[config.mk]
export PLATFORM = sky130hd
export DESIGN_NAME = ltc2308_responder_flat
export DESIGN_NICKNAME = d
export VERILOG_FILES = /design/src/rtl/ltc2308_responder_pkg.sv /design/src/rtl/ltc2308_responder_if.sv /design/src/rtl/ltc2308_responder_convert.sv /design/src/rtl/ltc2308_responder.sv /design/src/flat_wrapper.sv
export SDC_FILE = /design/constraint.sdc
export NUM_CORES = 1
export LEC_CHECK = 0
export CAP_MARGIN = 20
export CORE_ASPECT_RATIO = 1.25
export CORE_UTILIZATION = 55
export DETAILED_ROUTE_END_ITERATION = 10
export DONT_BUFFER_PORTS = 1
export GPL_TIMING_DRIVEN = 1
export PLACE_DENSITY = 0.7
export SLEW_MARGIN = 10
export SYNTH_ARGS = -nofsm -noshare
export SYNTH_HDL_FRONTEND = slang
export SYNTH_SLANG_ARGS = --single-unit
[constraint.sdc]
create_clock -name adc_clk -period 7.78 [get_ports adc_clk]
set_clock_uncertainty 0.05 [all_clocks]
set_input_delay 1.167 -clock adc_clk [delete_from_list [all_inputs] [get_ports adc_clk]]
set_output_delay 1.167 -clock adc_clk [all_outputs]
set_load 0.005 [all_outputs]
[src/rtl/ltc2308_responder_pkg.sv]
// Shared constants and types for the LTC2308 slave emulator.
package ltc2308_responder_pkg;

  localparam int DATA_W = 12;
  localparam int NUM_CH = 8;
  localparam int CFG_W  = 6;

  // Bit positions inside the 6-bit config word {S/D,O/S,S1,S0,UNI,SLP}
  localparam int CFG_SD  = 5;
  localparam int CFG_OS  = 4;
  localparam int CFG_S1  = 3;
  localparam int CFG_S0  = 2;
  localparam int CFG_UNI = 1;
  localparam int CFG_SLP = 0;

  // Single-ended CH0, unipolar, no sleep
  localparam logic [CFG_W-1:0] RESET_CFG_DEF = 6'b100010;

  typedef enum logic [1:0] {
    ST_IDLE     = 2'd0,
    ST_CONV     = 2'd1,
    ST_WAIT_LOW = 2'd2,
    ST_SHIFT    = 2'd3
  } state_e;

  // Channel number selected by a config word: {S1,S0,O/S}
  function automatic logic [2:0] cfg_channel(input logic [CFG_W-1:0] cfg);
    return {cfg[CFG_S1], cfg[CFG_S0], cfg[CFG_OS]};
  endfunction

endpackage

[src/rtl/ltc2308_responder_if.sv]
// ADC serial wires between the sampling master and the emulated converter.
interface ltc2308_responder_if;
  logic ADC_CONVST;
  logic ADC_SCK;
  logic ADC_SDI;
  logic ADC_SDO;

  modport master (output ADC_CONVST, output ADC_SCK, output ADC_SDI, input ADC_SDO);
  modport slave  (input ADC_CONVST, input ADC_SCK, input ADC_SDI, output ADC_SDO);
endinterface

[src/rtl/ltc2308_responder_convert.sv]
// Combinational conversion: channel mux, differential subtraction, clamp, output coding.
module ltc2308_responder_convert
  import ltc2308_responder_pkg::*;
(
  input  logic [DATA_W*NUM_CH-1:0] ch_data,
  input  logic [CFG_W-1:0]         cfg,
  output logic [DATA_W-1:0]        result
);

  logic [2:0]        ch_s;
  logic [2:0]        pair_ch_s;
  logic [DATA_W-1:0] sel_s;
  logic [DATA_W-1:0] pair_s;
  logic signed [13:0] v_s;

  // Select the sample(s) and map the signed value onto the 12-bit output code
  always_comb begin
    ch_s      = cfg_channel(cfg);
    pair_ch_s = ch_s ^ 3'd1;
    sel_s     = ch_data[DATA_W*ch_s +: DATA_W];
    pair_s    = ch_data[DATA_W*pair_ch_s +: DATA_W];
    result    = 12'd0;

    if (cfg[CFG_SD]) begin
      v_s = $signed({2'b00, sel_s});
    end else begin
      v_s = $signed({2'b00, sel_s}) - $signed({2'b00, pair_s});
    end

    if (cfg[CFG_UNI]) begin
      // Unipolar: negative differential inputs read as zero
      if (v_s < 14'sd0) begin
        result = 12'd0;
      end else if (v_s > 14'sd4095) begin
        result = 12'hFFF;
      end else begin
        result = v_s[11:0];
      end
    end else if (cfg[CFG_SD]) begin
      // Single-ended bipolar is offset binary around mid-scale
      result = {~sel_s[11], sel_s[10:0]};
    end else begin
      if (v_s < -14'sd2048) begin
        result = 12'h800;
      end else if (v_s > 14'sd2047) begin
        result = 12'h7FF;
      end else begin
        result = v_s[11:0];
      end
    end
  end

endmodule

[src/rtl/ltc2308_responder.sv]
// LTC2308 slave emulator: samples CONVST/SCK/SDI on adc_clk and answers on SDO.
module ltc2308_responder
  import ltc2308_responder_pkg::*;
#(
  parameter int               CONV_CYCLES = 64,
  parameter logic [CFG_W-1:0] RESET_CFG   = RESET_CFG_DEF,
  parameter int               SYNC_STAGES = 2
)(
  input  logic                     adc_clk,
  input  logic                     rst,
  ltc2308_responder_if.slave       adc,
  input  logic [DATA_W*NUM_CH-1:0] ch_data,
  output logic                     busy,
  output logic                     frame_done,
  output logic [CFG_W-1:0]         cfg_word,
  output logic [DATA_W-1:0]        result,
  output logic [15:0]              conv_count,
  output logic                     proto_err
);

  localparam int CNT_W = $clog2(CONV_CYCLES) + 1;

  // Input synchronizers plus one edge-detect flop per clock-like input
  logic [SYNC_STAGES-1:0] convst_sync_r, sck_sync_r, sdi_sync_r;
  logic convst_prev_r, sck_prev_r;
  logic convst_s, convst_rise_s, convst_fall_s, sck_rise_s, sck_fall_s, sdi_s;

  // FSM and datapath registers with their next-state values
  state_e             state_r, state_s;
  logic [CNT_W-1:0]   cnt_r, cnt_s;
  logic [3:0]         bit_idx_r, bit_idx_s;
  logic               bits_done_r, bits_done_s;
  logic [CFG_W-1:0]   pend_r, pend_s;
  logic [2:0]         pcnt_r, pcnt_s;
  logic [CFG_W-1:0]   cfg_r, cfg_s, cfg_eff_s;
  logic [DATA_W-1:0]  sample_r, sample_s, result_r, result_s, conv_val_s;
  logic               sdo_r, sdo_s, busy_r, busy_s, frame_done_r, frame_done_s;
  logic [15:0]        count_r, count_s;
  logic               err_r, err_s, start_s;

  assign convst_s      = convst_sync_r[SYNC_STAGES-1];
  assign sdi_s         = sdi_sync_r[SYNC_STAGES-1];
  assign convst_rise_s = convst_s & ~convst_prev_r;
  assign convst_fall_s = ~convst_s & convst_prev_r;
  assign sck_rise_s    = sck_sync_r[SYNC_STAGES-1] & ~sck_prev_r;
  assign sck_fall_s    = ~sck_sync_r[SYNC_STAGES-1] & sck_prev_r;

  // Bring the asynchronous master wires into the adc_clk domain
  always_ff @(posedge adc_clk) begin
    if (rst) begin
      convst_sync_r <= '0;
      sck_sync_r    <= '0;
      sdi_sync_r    <= '0;
      convst_prev_r <= 1'b0;
      sck_prev_r    <= 1'b0;
    end else begin
      convst_sync_r <= {convst_sync_r[SYNC_STAGES-2:0], adc.ADC_CONVST};
      sck_sync_r    <= {sck_sync_r[SYNC_STAGES-2:0], adc.ADC_SCK};
      sdi_sync_r    <= {sdi_sync_r[SYNC_STAGES-2:0], adc.ADC_SDI};
      convst_prev_r <= convst_sync_r[SYNC_STAGES-1];
      sck_prev_r    <= sck_sync_r[SYNC_STAGES-1];
    end
  end

  // Config used by a conversion starting now: a complete 6-bit word from the last frame wins
  always_comb begin
    if (pcnt_r == 3'd6) begin
      cfg_eff_s = pend_r;
    end else begin
      cfg_eff_s = cfg_r;
    end
  end

  ltc2308_responder_convert u_convert (
    .ch_data (ch_data),
    .cfg     (cfg_eff_s),
    .result  (conv_val_s)
  );

  // Protocol FSM next-state and datapath updates
  always_comb begin
    state_s      = state_r;
    cnt_s        = cnt_r;
    bit_idx_s    = bit_idx_r;
    bits_done_s  = bits_done_r;
    pend_s       = pend_r;
    pcnt_s       = pcnt_r;
    cfg_s        = cfg_r;
    sample_s     = sample_r;
    result_s     = result_r;
    sdo_s        = sdo_r;
    count_s      = count_r;
    err_s        = err_r;
    frame_done_s = 1'b0;
    start_s      = 1'b0;

    case (state_r)
      ST_IDLE: begin
        start_s = convst_rise_s;
      end
      ST_CONV: begin
        // The master must stay quiet while the converter is busy
        if (sck_rise_s || sck_fall_s || convst_fall_s) begin
          err_s = 1'b1;
        end else begin
          err_s = err_r;
        end
        if (cnt_r == '0) begin
          result_s = sample_r;
          state_s  = ST_WAIT_LOW;
        end else begin
          cnt_s = cnt_r - {{(CNT_W-1){1'b0}}, 1'b1};
        end
      end
      ST_WAIT_LOW: begin
        if (!convst_s) begin
          sdo_s       = result_r[11];
          bit_idx_s   = 4'd11;
          bits_done_s = 1'b0;
          pcnt_s      = 3'd0;
          state_s     = ST_SHIFT;
        end else begin
          state_s = ST_WAIT_LOW;
        end
      end
      ST_SHIFT: begin
        if (convst_rise_s) begin
          start_s = 1'b1;
        end else begin
          // Config bits are taken on SCK rises, only the first six count
          if (sck_rise_s && (pcnt_r < 3'd6)) begin
            pend_s = {pend_r[CFG_W-2:0], sdi_s};
            pcnt_s = pcnt_r + 3'd1;
          end else begin
            pcnt_s = pcnt_r;
          end
          // Result bits advance on SCK falls; after the LSB the line parks low
          if (sck_fall_s && !bits_done_r) begin
            if (bit_idx_r != 4'd0) begin
              bit_idx_s = bit_idx_r - 4'd1;
              sdo_s     = result_r[bit_idx_s];
            end else begin
              sdo_s        = 1'b0;
              bits_done_s  = 1'b1;
              frame_done_s = 1'b1;
            end
          end else begin
            bit_idx_s = bit_idx_r;
          end
        end
      end
      default: begin
        state_s = ST_IDLE;
      end
    endcase

    // Conversion start is shared by IDLE and SHIFT
    if (start_s) begin
      cfg_s    = cfg_eff_s;
      sample_s = conv_val_s;
      count_s  = count_r + 16'd1;
      cnt_s    = CNT_W'(CONV_CYCLES - 1);
      pcnt_s   = 3'd0;
      state_s  = ST_CONV;
    end else begin
      cfg_s = cfg_r;
    end

    busy_s = (state_s == ST_CONV);
  end

  // State and output registers
  always_ff @(posedge adc_clk) begin
    if (rst) begin
      state_r      <= ST_IDLE;
      cnt_r        <= '0;
      bit_idx_r    <= 4'd0;
      bits_done_r  <= 1'b0;
      pend_r       <= '0;
      pcnt_r       <= 3'd0;
      cfg_r        <= RESET_CFG;
      sample_r     <= 12'd0;
      result_r     <= 12'd0;
      sdo_r        <= 1'b0;
      busy_r       <= 1'b0;
      frame_done_r <= 1'b0;
      count_r      <= 16'd0;
      err_r        <= 1'b0;
    end else begin
      state_r      <= state_s;
      cnt_r        <= cnt_s;
      bit_idx_r    <= bit_idx_s;
      bits_done_r  <= bits_done_s;
      pend_r       <= pend_s;
      pcnt_r       <= pcnt_s;
      cfg_r        <= cfg_s;
      sample_r     <= sample_s;
      result_r     <= result_s;
      sdo_r        <= sdo_s;
      busy_r       <= busy_s;
      frame_done_r <= frame_done_s;
      count_r      <= count_s;
      err_r        <= err_s;
    end
  end

  assign adc.ADC_SDO = sdo_r;
  assign busy        = busy_r;
  assign frame_done  = frame_done_r;
  assign cfg_word    = cfg_r;
  assign result      = result_r;
  assign conv_count  = count_r;
  assign proto_err   = err_r;

endmodule

[src/flat_wrapper.sv]
// flat-port wrapper written by rule: the top's interface ports become plain ports
module ltc2308_responder_flat import ltc2308_responder_pkg::*;
#(
  parameter int               CONV_CYCLES = 64,
  parameter logic [CFG_W-1:0] RESET_CFG   = RESET_CFG_DEF,
  parameter int               SYNC_STAGES = 2
)
  (adc_clk, rst, ch_data, busy, frame_done, cfg_word, result, conv_count, proto_err, adc_ADC_CONVST, adc_ADC_SCK, adc_ADC_SDI, adc_ADC_SDO);
  ltc2308_responder_if adc_i ();
  input  logic adc_clk;
  input  logic rst;
  input  logic [DATA_W*NUM_CH-1:0] ch_data;
  output logic busy;
  output logic frame_done;
  output logic [CFG_W-1:0] cfg_word;
  output logic [DATA_W-1:0] result;
  output logic [15:0] conv_count;
  output logic proto_err;
  input wire logic [$bits(adc_i.ADC_CONVST)-1:0] adc_ADC_CONVST;
  input wire logic [$bits(adc_i.ADC_SCK)-1:0] adc_ADC_SCK;
  input wire logic [$bits(adc_i.ADC_SDI)-1:0] adc_ADC_SDI;
  output wire logic [$bits(adc_i.ADC_SDO)-1:0] adc_ADC_SDO;
  assign adc_i.ADC_CONVST = adc_ADC_CONVST;
  assign adc_i.ADC_SCK = adc_ADC_SCK;
  assign adc_i.ADC_SDI = adc_ADC_SDI;
  assign adc_ADC_SDO = adc_i.ADC_SDO;
  ltc2308_responder #(.CONV_CYCLES(CONV_CYCLES), .RESET_CFG(RESET_CFG), .SYNC_STAGES(SYNC_STAGES)) u_core (.adc_clk(adc_clk), .rst(rst), .adc(adc_i), .ch_data(ch_data), .busy(busy), .frame_done(frame_done), .cfg_word(cfg_word), .result(result), .conv_count(conv_count), .proto_err(proto_err));
endmodule
Word level (Yosys, flattened, before mapping):

Cells that the tools add are included.

* bits in registers: 81
* bits of input ports: 101
* output and inout port bits: 38
* word-level logic and storage cells: 123

* $add $sub $neg: 5
* multipliers: 2
* order comparisons: 6
* equality and inequality tests: 12
* shifts and indexed selects: 2
* muxes and demuxes: 39
* bitwise operators: 14
* reductions and logical operators: 22

Operators with widths (number)
* variable part select 96 x 8 -> 12 bit: 2
* two-way mux 12 bit: 6
* two-way mux 6 bit: 4
* adder 16 x 1 -> 16 bit, second input constant: 1
* two-way mux 4 bit: 4
* greater-than comparator 14 x 12 -> 1 bit, second input constant: 1
* greater-than comparator 14 x 13 -> 1 bit, second input constant: 1
* < comparator 14 x 1 -> 1 bit, second input constant: 1
* < comparator 14 x 12 -> 1 bit, second input constant: 1
* two-way mux 14 bit: 1
* subtractor 12 x 12 -> 13 bit: 1
* two-way mux 1 bit: 12
* multiplier 2 x 3 -> 5 bit, first input constant: 2
* inverter 1 bit: 10
* AND reduction 2 bit: 5
* AND reduction 5 bit: 2
* two-way mux 3 bit: 3
* != test 2 x 1 -> 1 bit, second input constant: 4
* case mux 4 bit (2 select lines): 1
* AND reduction 4 bit: 2
* zero test 7 bit: 1
* subtractor 7 x 1 -> 7 bit, second input constant: 1
* != test 2 bit, second input constant: 3
* case mux 1 bit (2 select lines): 3
* 21 further kinds: 30

Logic depth before layout (Yosys ltp):

Gate-level depths: netlist (run 1).

* word-level depth: 12
* depth in mapped cells: 20
* gate-level depth less buffers: 18

Cells and area by module:

Synthesis (run 1) repeated with hierarchy kept, for this count alone.

* cells, all modules: 570
* area, all modules: 5147.4 um2

By module, submodules not included
* ltc2308_responder: times used 1, cells an instance 395, area each 3467.1 um2, seq. area each 1621.6 um2
* ltc2308_responder_convert: times used 1, cells an instance 175, area each 1680.4 um2, seq. area each 0.0 um2

Worst setup path before layout (run 1):

Ideal clock, no wire load.

* path kind: register to register
* from: register u_core.pcnt_r[0]
* to: register u_core.sample_r[5]
* library setup time: 0.117 ns
* arrival: 4.494 ns
* data required time: 7.613 ns
* slack: 3.119 ns
* stages on the path, launching flop included: 21
* buffers on the path: 2
* period minus slack after synthesis: 4.661 ns
* path through: dfxtp_1 > inv_1 > ha_1 > nand2_4 > mux2i_4 > buf_4 > buf_4 > mux4_2 > mux2i_1 > inv_1 > ha_1 > nor2b_1 > o21a_1 > o21ai_0 > a211o_1 > a31oi_1 > xor2_1 > nand2b_1 > nor3_2 > or3_1 > a32o_1

* word-level cells in the longest chain between the ends: 12
* elaborated cells on any way between the ends: 19
* those cells by class: 1 x add/sub; 2 x mul; 4 x order compare; 1 x eq/ne; 2 x shift; 8 x mux; 1 x bitwise

Ends and longest elaborated chain
* start: declaration: line ltc2308_responder.sv:34 `logic [2:0] pcnt_r, pcnt_s;`
* start signal: assignment: line ltc2308_responder.sv:195 `pcnt_r <= pcnt_s;`
* equality test 3 bit (*): line ltc2308_responder.sv:67 `if (pcnt_r == 3'd6) begin`
* two-way mux 6 bit (*): line ltc2308_responder.sv:67
* inverter 1 bit (no line)
* multiplier 2 x 3 -> 5 bit: line ltc2308_responder_convert.sv:21 `pair_s = ch_data[DATA_W*pair_ch_s +: DATA_W];`
* variable part select 96 x 8 -> 12 bit: line ltc2308_responder_convert.sv:21
* subtractor 12 x 12 -> 13 bit: line ltc2308_responder_convert.sv:27 `v_s = $signed({2'b00, sel_s}) - $signed({2'b00, pair_s});`
* two-way mux 14 bit: line ltc2308_responder_convert.sv:24 `if (cfg[CFG_SD]) begin`
* greater-than comparator 14 x 12 -> 1 bit: line ltc2308_responder_convert.sv:45 `end else if (v_s > 14'sd2047) begin`
* two-way mux 12 bit: line ltc2308_responder_convert.sv:45
* two-way mux 12 bit: line ltc2308_responder_convert.sv:43 `if (v_s < -14'sd2048) begin`
* two-way mux 12 bit: line ltc2308_responder_convert.sv:39 `end else if (cfg[CFG_SD]) begin`
* two-way mux 12 bit (*): line ltc2308_responder_convert.sv:30 `if (cfg[CFG_UNI]) begin`
* end signal: assignment: line ltc2308_responder.sv:197 `sample_r <= sample_s;`
* end: declaration: line ltc2308_responder.sv:36 `logic [DATA_W-1:0] sample_r, sample_s, result_r, result_s, conv_val_s;`

Every way passes the cells marked *; elsewhere a longest branch is shown, timed or not.
A chain may end at the register's enable or synchronous reset.

Final worst setup path (run 1):

* from: register u_core.pcnt_r[0]
* to: register u_core.sample_r[6]

The elaborated chain is that of the path after synthesis.

==> impl_metrics.ini, run 1 <==
[logic_synthesis]
synth_ff_type = dfxtp_1
ys_warn_count = 0
yosysSeqAreaShare_pct = 30.2
avgSynthCellArea_um2 = 9.22
synth_edf_count = 0
syn-cell-area_mm2 = 0.00538
async_flop_share_pct = 0
synth_nets = 709
synth_cell_types = 66
synth_seq_cells = 81
syn_inst = 583

[final_layout]
multiInputGateArea_mm2 = 0.00356
final_common_cell = dfxtp_1
syn_to_final_growth_pct = 7.00
nets = 696
area.sequential_mm2 = 0.00162
layout_common_cells = 81 x dfxtp_1, 69 x nor2_1, 45 x mux2i_1, 38 x nand2_1, 29 x a21oi_1
fillers = 848
layout-drive-gt1-share_pct = 12.2
stdcell_count = 704
final_core_util_pct = 60.2

[place]
port_buffers = 0
dpl.cell_count = 684
gp_congestion = 0.879
dp_hpwl_um = 9420

[timing]
slew_headroom_pct = 52.4
grt_setup_unrepaired = no
finalSetupTns_ns = 0
max_freq_ghz = 0.197
hold_viol_final = 0
period_needed_ns = 5.08
tightest_slew_ns = 0.713
slew_violations = 0
finalSetupViolations = 0
period_share_pct = 65.4

[setup_path]
path_max_fanout = 24
worst-path-buf-inv = 3
start_kind = flip-flop
max_stage_delay_ns = 0.58
critical-path-slowest-cell = mux4_2
path_delay_family = compound AO/OA/AOI/OAI gates
path_cells = inv_1, ha_1, nand2_4, mux2i_4, buf_4, mux4_2, mux2i_1, inv_1, ha_1, nor2b_1, o21a_1, o21ai_0, a211o_1, a31oi_1, xor2_1, nand2b_1, o21ai_0, nor3b_1, a32o_1
crit_path_end_kind = flip-flop
arrival_ns = 5.31
path_class = flip-flop to flip-flop
required_ns = 8.01

[route]
postRouteAntennaNets = 0
drt_pass1_iterations = 5
wl_per_cell_um = 17.4
vias_per_cell = 6.06
drt_iter0_drc = 222
dr_total_vias = 4266
drc = 0
wl_um = 12300

[cts]
post_cts_resized = 0
cts_tree = yes
cts-root-buf = clkbuf_16
clockBufferDepth = 2
cts_inserted_buffers = 9
hold_buffers = 0
htree_levels = 3
cts_setup_buffers = 0
insertion_delay_ns = 0.33
numClockSinks = 81
clkTransAtPathRegs_ns = 0.06

[pwr]
p_per_area_mw_per_mm2 = 187
p_leak_nw = 2.43
total_power_mw = 1.08
vdd_drop_max_mv = 0.0944

[die]
coreArea_mm2 = 0.00956
die_area_mm2 = 0.0102
rows = 40
start_util_pct = 56.2
pin_count = 139
die_w_um = 90.4
dieHeight_um = 113

[global_route]
grt.total_usage_pct = 24.3
grt_pass1_wl_um = 19700
grt_max_degree = 79
overflow = 0
antenna_found_initial = 3
grt_pass1_vias = 4158

[job]
drv_cap = 0

[min_path]
hold_class = flip-flop to flip-flop

[outcome]
status = finished, final reports clean
-- cell families (layout without fill, tap and decap cells) --
logic type / Yosys count / after routing / share of synthesized area, %
and+or+nand+nor: 193 / 193 / 17.4
AOI/OAI and AO/OA: 119 / 119 / 14.9
muxes: 84 / 84 / 22.2
DFF: 81 / 81 / 30.2
buffers and inverters: 48 / 40 / 3.68
xor gates and xnor gates: 33 / 33 / 5.72
adders and majority gates: 25 / 25 / 5.96
other: 0 / 3 / 0
-- per-stage QoR --
stage / cell area, µm² / setup slack, ns / hold WS [ns]
floorplan: 5380 / 3.12 / 0.364
global route: 5750 / 2.34 / 0.407
CTS: 5740 / 2.70 / 0.395
global placement: 5440 / 2.89 / 0.383
detailed placement: 5440 / 2.72 / 0.378
finish: 5750 / 2.70 / 0.390
-- synthesized netlist by cell type (3+ instances only) --
master | number | share of area [%]
o21bai_1 | 5 | 0.70
o31ai_1 | 4 | 0.56
clkbuf_1 | 23 | 1.6
a21o_1 | 4 | 0.56
nor3_1 | 13 | 1.2
inv_1 | 19 | 1.3
nor3b_1 | 5 | 0.70
a311oi_1 | 4 | 0.65
a21oi_1 | 29 | 2.7
dfxtp_1 | 81 | 30
o211ai_1 | 3 | 0.42
a22oi_1 | 4 | 0.56
a211oi_1 | 3 | 0.42
and3_1 | 5 | 0.58
nand2_1 | 38 | 2.7
nor2b_1 | 10 | 1.2
mux2_2 | 11 | 2.3
xnor2_1 | 10 | 1.6
a221oi_1 | 4 | 0.65
nand2b_1 | 10 | 1.2
or3_1 | 4 | 0.47
nand3_1 | 14 | 1.3
o21ai_0 | 27 | 2.5
mux2i_1 | 46 | 8.6
xor2_1 | 22 | 3.6
a31oi_1 | 5 | 0.58
a211o_1 | 4 | 0.65
ha_1 | 24 | 5.6
and2_1 | 10 | 1.2
o21ai_1 | 4 | 0.37
mux4_2 | 25 | 10
nor2_1 | 69 | 4.8
-- where the power goes --
part	internal [mW]	total, mW	switching [mW]	leakage (nW)
Sequential	0.429	0.442	0.0128	0.657
Combinational	0.0969	0.218	0.121	1.64
Clock	0.250	0.417	0.167	0.139
-- cell type report --
cell class	count	area share (%)
Antenna cell	3	0.130
Clock buffer	10	3.98
Inverter	19	1.24
Sequential cell	81	28.2
Tap cell	126	2.74
Multi-Input combinational cell	454	61.9
Clock inverter	6	1.17
Timing Repair Buffer	5	0.652
-- worst paths after layout --
check	startpoint	endpoint	slack, ns	cells past startpoint
hold reg to reg	u_core.sdi_sync_r[0]	u_core.sdi_sync_r[1]	0.39	1
setup / recovery	u_core.pcnt_r[0]	u_core.sample_r[6]	2.70	19
setup reg to reg	u_core.pcnt_r[0]	u_core.sample_r[6]	2.70	19
hold / removal	u_core.sdi_sync_r[0]	u_core.sdi_sync_r[1]	0.39	1
-- state kept, by name, summed over array words and instances (netlist names) --
name                  flops
u_core.adc.ADC_SDO        1
u_core.bit_idx_r          4
u_core.bits_done_r        1
u_core.busy               1
u_core.cfg_word           6
u_core.cnt_r              7
u_core.conv_count        16
u_core.convst_prev_r      1
u_core.convst_sync_r      2
u_core.frame_done         1
u_core.pcnt_r             3
u_core.pend_r             6
u_core.proto_err          1
u_core.result            12
u_core.sample_r          12
u_core.sck_prev_r         1
u_core.sck_sync_r         2
u_core.sdi_sync_r         2
u_core.state_r            2
-- layer usage --
metal,share of wire (%),up-vias,routed length [µm],track usage (%)
met5,0,-,0,0
met4,3.4,0,417,12.2
met3,5.9,24,723,5.56
met2,50,140,6120,42.4
met1,41,1982,5020,28.0
li1,-,2120,-,-
Power figures use the tool's default switching activity.
==> run 2: changes to the inputs <==
--- a/config.mk
+++ b/config.mk
@@ -5,6 +5,7 @@
 export SDC_FILE = /design/constraint.sdc
 export NUM_CORES = 1
 export LEC_CHECK = 0
+export ABC_AREA = 1
 export CAP_MARGIN = 20
 export CORE_ASPECT_RATIO = 1.25
 export CORE_UTILIZATION = 55
==> constraint.sdc (replaced) <==
create_clock -name adc_clk -period 4.9 [get_ports adc_clk]
set_clock_uncertainty 0.05 [all_clocks]
set_input_delay 0.735 -clock adc_clk [delete_from_list [all_inputs] [get_ports adc_clk]]
set_output_delay 0.735 -clock adc_clk [all_outputs]
set_load 0.005 [all_outputs]
==> run 2 against run 1 <==
Cell count up 61%; total power is 56% higher; sequential share of layout area down 3.9 points; cell area rose by 16%; sequential cell count unchanged; setup slack got worse by 2.2 ns; critical path depth increased by 5; non-clock buffer count grew 15; count of clock-buffer cells in the layout increased by 1; global-route usage up 2.6 points; critical endpoint is now u_core.sample_r[1]; largest power group is now clock.
==> impl_metrics.ini, run 2 <==
[logic_synthesis]
synth_edf_count = 0
yosysSeqAreaShare_pct = 25.8
synth_common_cells = 268 x nand2_1, 108 x inv_1, 102 x a21oi_1, 85 x o21ai_0, 81 x dfxtp_1
syn_inst = 1011
avgSynthCellArea_um2 = 6.21
synth_cell_types = 48
synth_seq_cells = 81
synth_top_area_share_pct = 25.8
ys_warn_count = 0
synth_nets = 1137
synth.area.top_cells = dfxtp_1 26%, nand2_1 16%, a21oi_1 8.1%
synth_top_area_cell = dfxtp_1
synth_most_common_cell = nand2_1
syn-cell-area_mm2 = 0.00627
async_flop_share_pct = 0
synth_ff_type = dfxtp_1

[pwr]
p_leak_nw = 3.09
p_per_area_mw_per_mm2 = 252
vdd_drop_max_mv = 0.193

[global_route]
grt.total_usage_pct = 26.9
overflow = 0
use_met3_pct = 5.99
grt_most_used_layer = met2
met2_usage_pct = 49.1
grt_max_degree = 45
grt.met1_usage_pct = 29.7
antenna_found_initial = 0
grt_pass1_wl_um = 26400
grt_pass1_vias = 6025

[place]
gp_congestion = 0.918
dp_hpwl_um = 12100
port_buffers = 0

[setup_path]
r2r_setup_slack_ns = 0.47
r2r-end = u_core.sample_r[1]
required_ns = 5.12
ff2ff_path_depth = 24
critPathLaunch = u_core.pcnt_r[0]
path_max_fanout = 44
start_kind = flip-flop
crit_path_end = u_core.sample_r[1]
crit_path_end_kind = flip-flop
timing.rr.start = u_core.pcnt_r[0]
path_class = flip-flop to flip-flop
arrival_ns = 4.64

[job]
drv_cap = 0

[cts]
htree_levels = 3
cts_tree = yes
clkTransAtPathRegs_ns = 0.06
insertion_delay_ns = 0.34
cts_inserted_buffers = 9
hold_buffers = 0
cts-root-buf = clkbuf_16
post_cts_resized = 0
numClockSinks = 81
clockBufferDepth = 2
cts_setup_buffers = 0

[final_layout]
nets = 1116
final_core_util_pct = 60.2
final_common_cell = nand2_1
antennaDiodeCount = 0
largest_reg_flops = 16
fillers = 1133
layout_common_cells = 267 x nand2_1, 108 x inv_1, 102 x a21oi_1, 85 x o21ai_0, 81 x dfxtp_1
layout-drive-gt1-share_pct = 7.84
syn_to_final_growth_pct = 6.36

[die]
die_w_um = 97.5
coreArea_mm2 = 0.0111
dieHeight_um = 121
pin_count = 139
die_area_mm2 = 0.0118
start_util_pct = 56.6
rows = 43

[timing]
period_needed_ns = 4.43
slew_violations = 0
tightest_slew_ns = 0.731
finalSetupViolations = 0
grt_setup_unrepaired = no
period_share_pct = 90.3
hold_viol_final = 0
max_freq_ghz = 0.226
slew_headroom_pct = 50.9
finalSetupTns_ns = 0

[route]
drt_iter0_drc = 254
wl_um = 16000
vias_per_cell = 5.67
dr_total_vias = 6407
postRouteAntennaNets = 0
drc = 0
drt_pass1_iterations = 4
wl_per_cell_um = 14.2

[outcome]
status = finished, final reports clean

[min_path]
hold_class = flip-flop to flip-flop
-- run 2: metrics by stage --
| stage | instance area (µm²) | hold slack, ns | total power, mW | std cells | worst slack (ns) |
|---|---|---|---|---|---|
| 6_report | 6670 | 0.357 | 1.68 | 1130 | 0.473 |
| 3_3_place_gp | 6330 | 0.350 | 0.922 | 1114 | 0.578 |
| 5_1_grt | 6670 | 0.375 | 1.75 | 1130 | 0.0753 |
| 3_5_place_dp | 6330 | 0.346 | 0.923 | 1114 | 0.505 |
| 2_1_floorplan | 6270 | 0.338 | 0.883 | 1011 | 0.898 |
| 4_1_cts | 6670 | 0.360 | 1.69 | 1130 | 0.463 |
-- run 2: area by class of cell --
cell class	count	area, µm²	share of cell area (%)
Clock inverter	5	103	1.54
Clock buffer	11	243	3.64
Timing Repair Buffer	20	150	2.25
Tap cell	135	169	2.53
Inverter	114	428	6.41
Multi-Input combinational cell	764	3960	59.3
Sequential cell	81	1620	24.3
-- run 2: cell families after synthesis --
| kind of cell | synth area share [%] |
|---|---|
| flip-flops | 25.8 |
| AO/OA/AOI/OAI | 24.8 |
| XOR/XNOR | 1.12 |
| AND/OR/NAND/NOR | 32.0 |
| adder cells (fa/ha/maj) | 5.10 |
| buffers and inverters | 11.1 |
-- run 2: per-layer routing --
metal  wire length, µm  share of wire [%]
met2              7920                 49
met4               452                2.8
met1              6710                 42
met3               972                6.1
met5                 0                  0
-- run 2: critical path: stages (launching register included) --
cell,delay [ns]
dfxtp_1,0.35
inv_1,0.06
ha_1,0.27
nand2_4,0.20
nand2_2,0.15
nand2_4,0.37
buf_4,0.35
a21oi_1,0.10
a221oi_1,0.31
a31oi_1,0.09
ha_1,0.39
nand2_1,0.07
nor3_1,0.25
nand3_1,0.15
nand4_1,0.15
nor2_1,0.05
o21ai_0,0.16
nand2_1,0.13
nand3_2,0.09
nand2_1,0.06
inv_2,0.18
o21ai_1,0.09
nand2_1,0.06
nand2_1,0.05
a21oi_1,0.12
-- run 2: worst min path at each step --
stage	from	endpoint	slack, ns	depth (start not counted)
after detailed placement	u_core.sdi_sync_r[0]	u_core.sdi_sync_r[1]	0.35	2
after floorplan	u_core.convst_sync_r[0]	u_core.convst_sync_r[1]	0.34	2
after global routing	u_core.sdi_sync_r[0]	u_core.sdi_sync_r[1]	0.37	2
after CTS	u_core.sdi_sync_r[0]	u_core.sdi_sync_r[1]	0.36	2
final	u_core.sck_sync_r[0]	u_core.sck_sync_r[1]	0.36	2
after global placement	u_core.sdi_sync_r[0]	u_core.sdi_sync_r[1]	0.35	2
-- run 2: report_power, final --
| group | internal [mW] | switching (mW) | total, mW | leakage, nW |
|---|---|---|---|---|
| registers | 0.680 | 0.0155 | 0.696 | 0.657 |
| logic | 0.0835 | 0.130 | 0.214 | 2.27 |
| clock network | 0.511 | 0.261 | 0.772 | 0.166 |
| total | 1.27 | 0.407 | 1.68 | 3.09 |
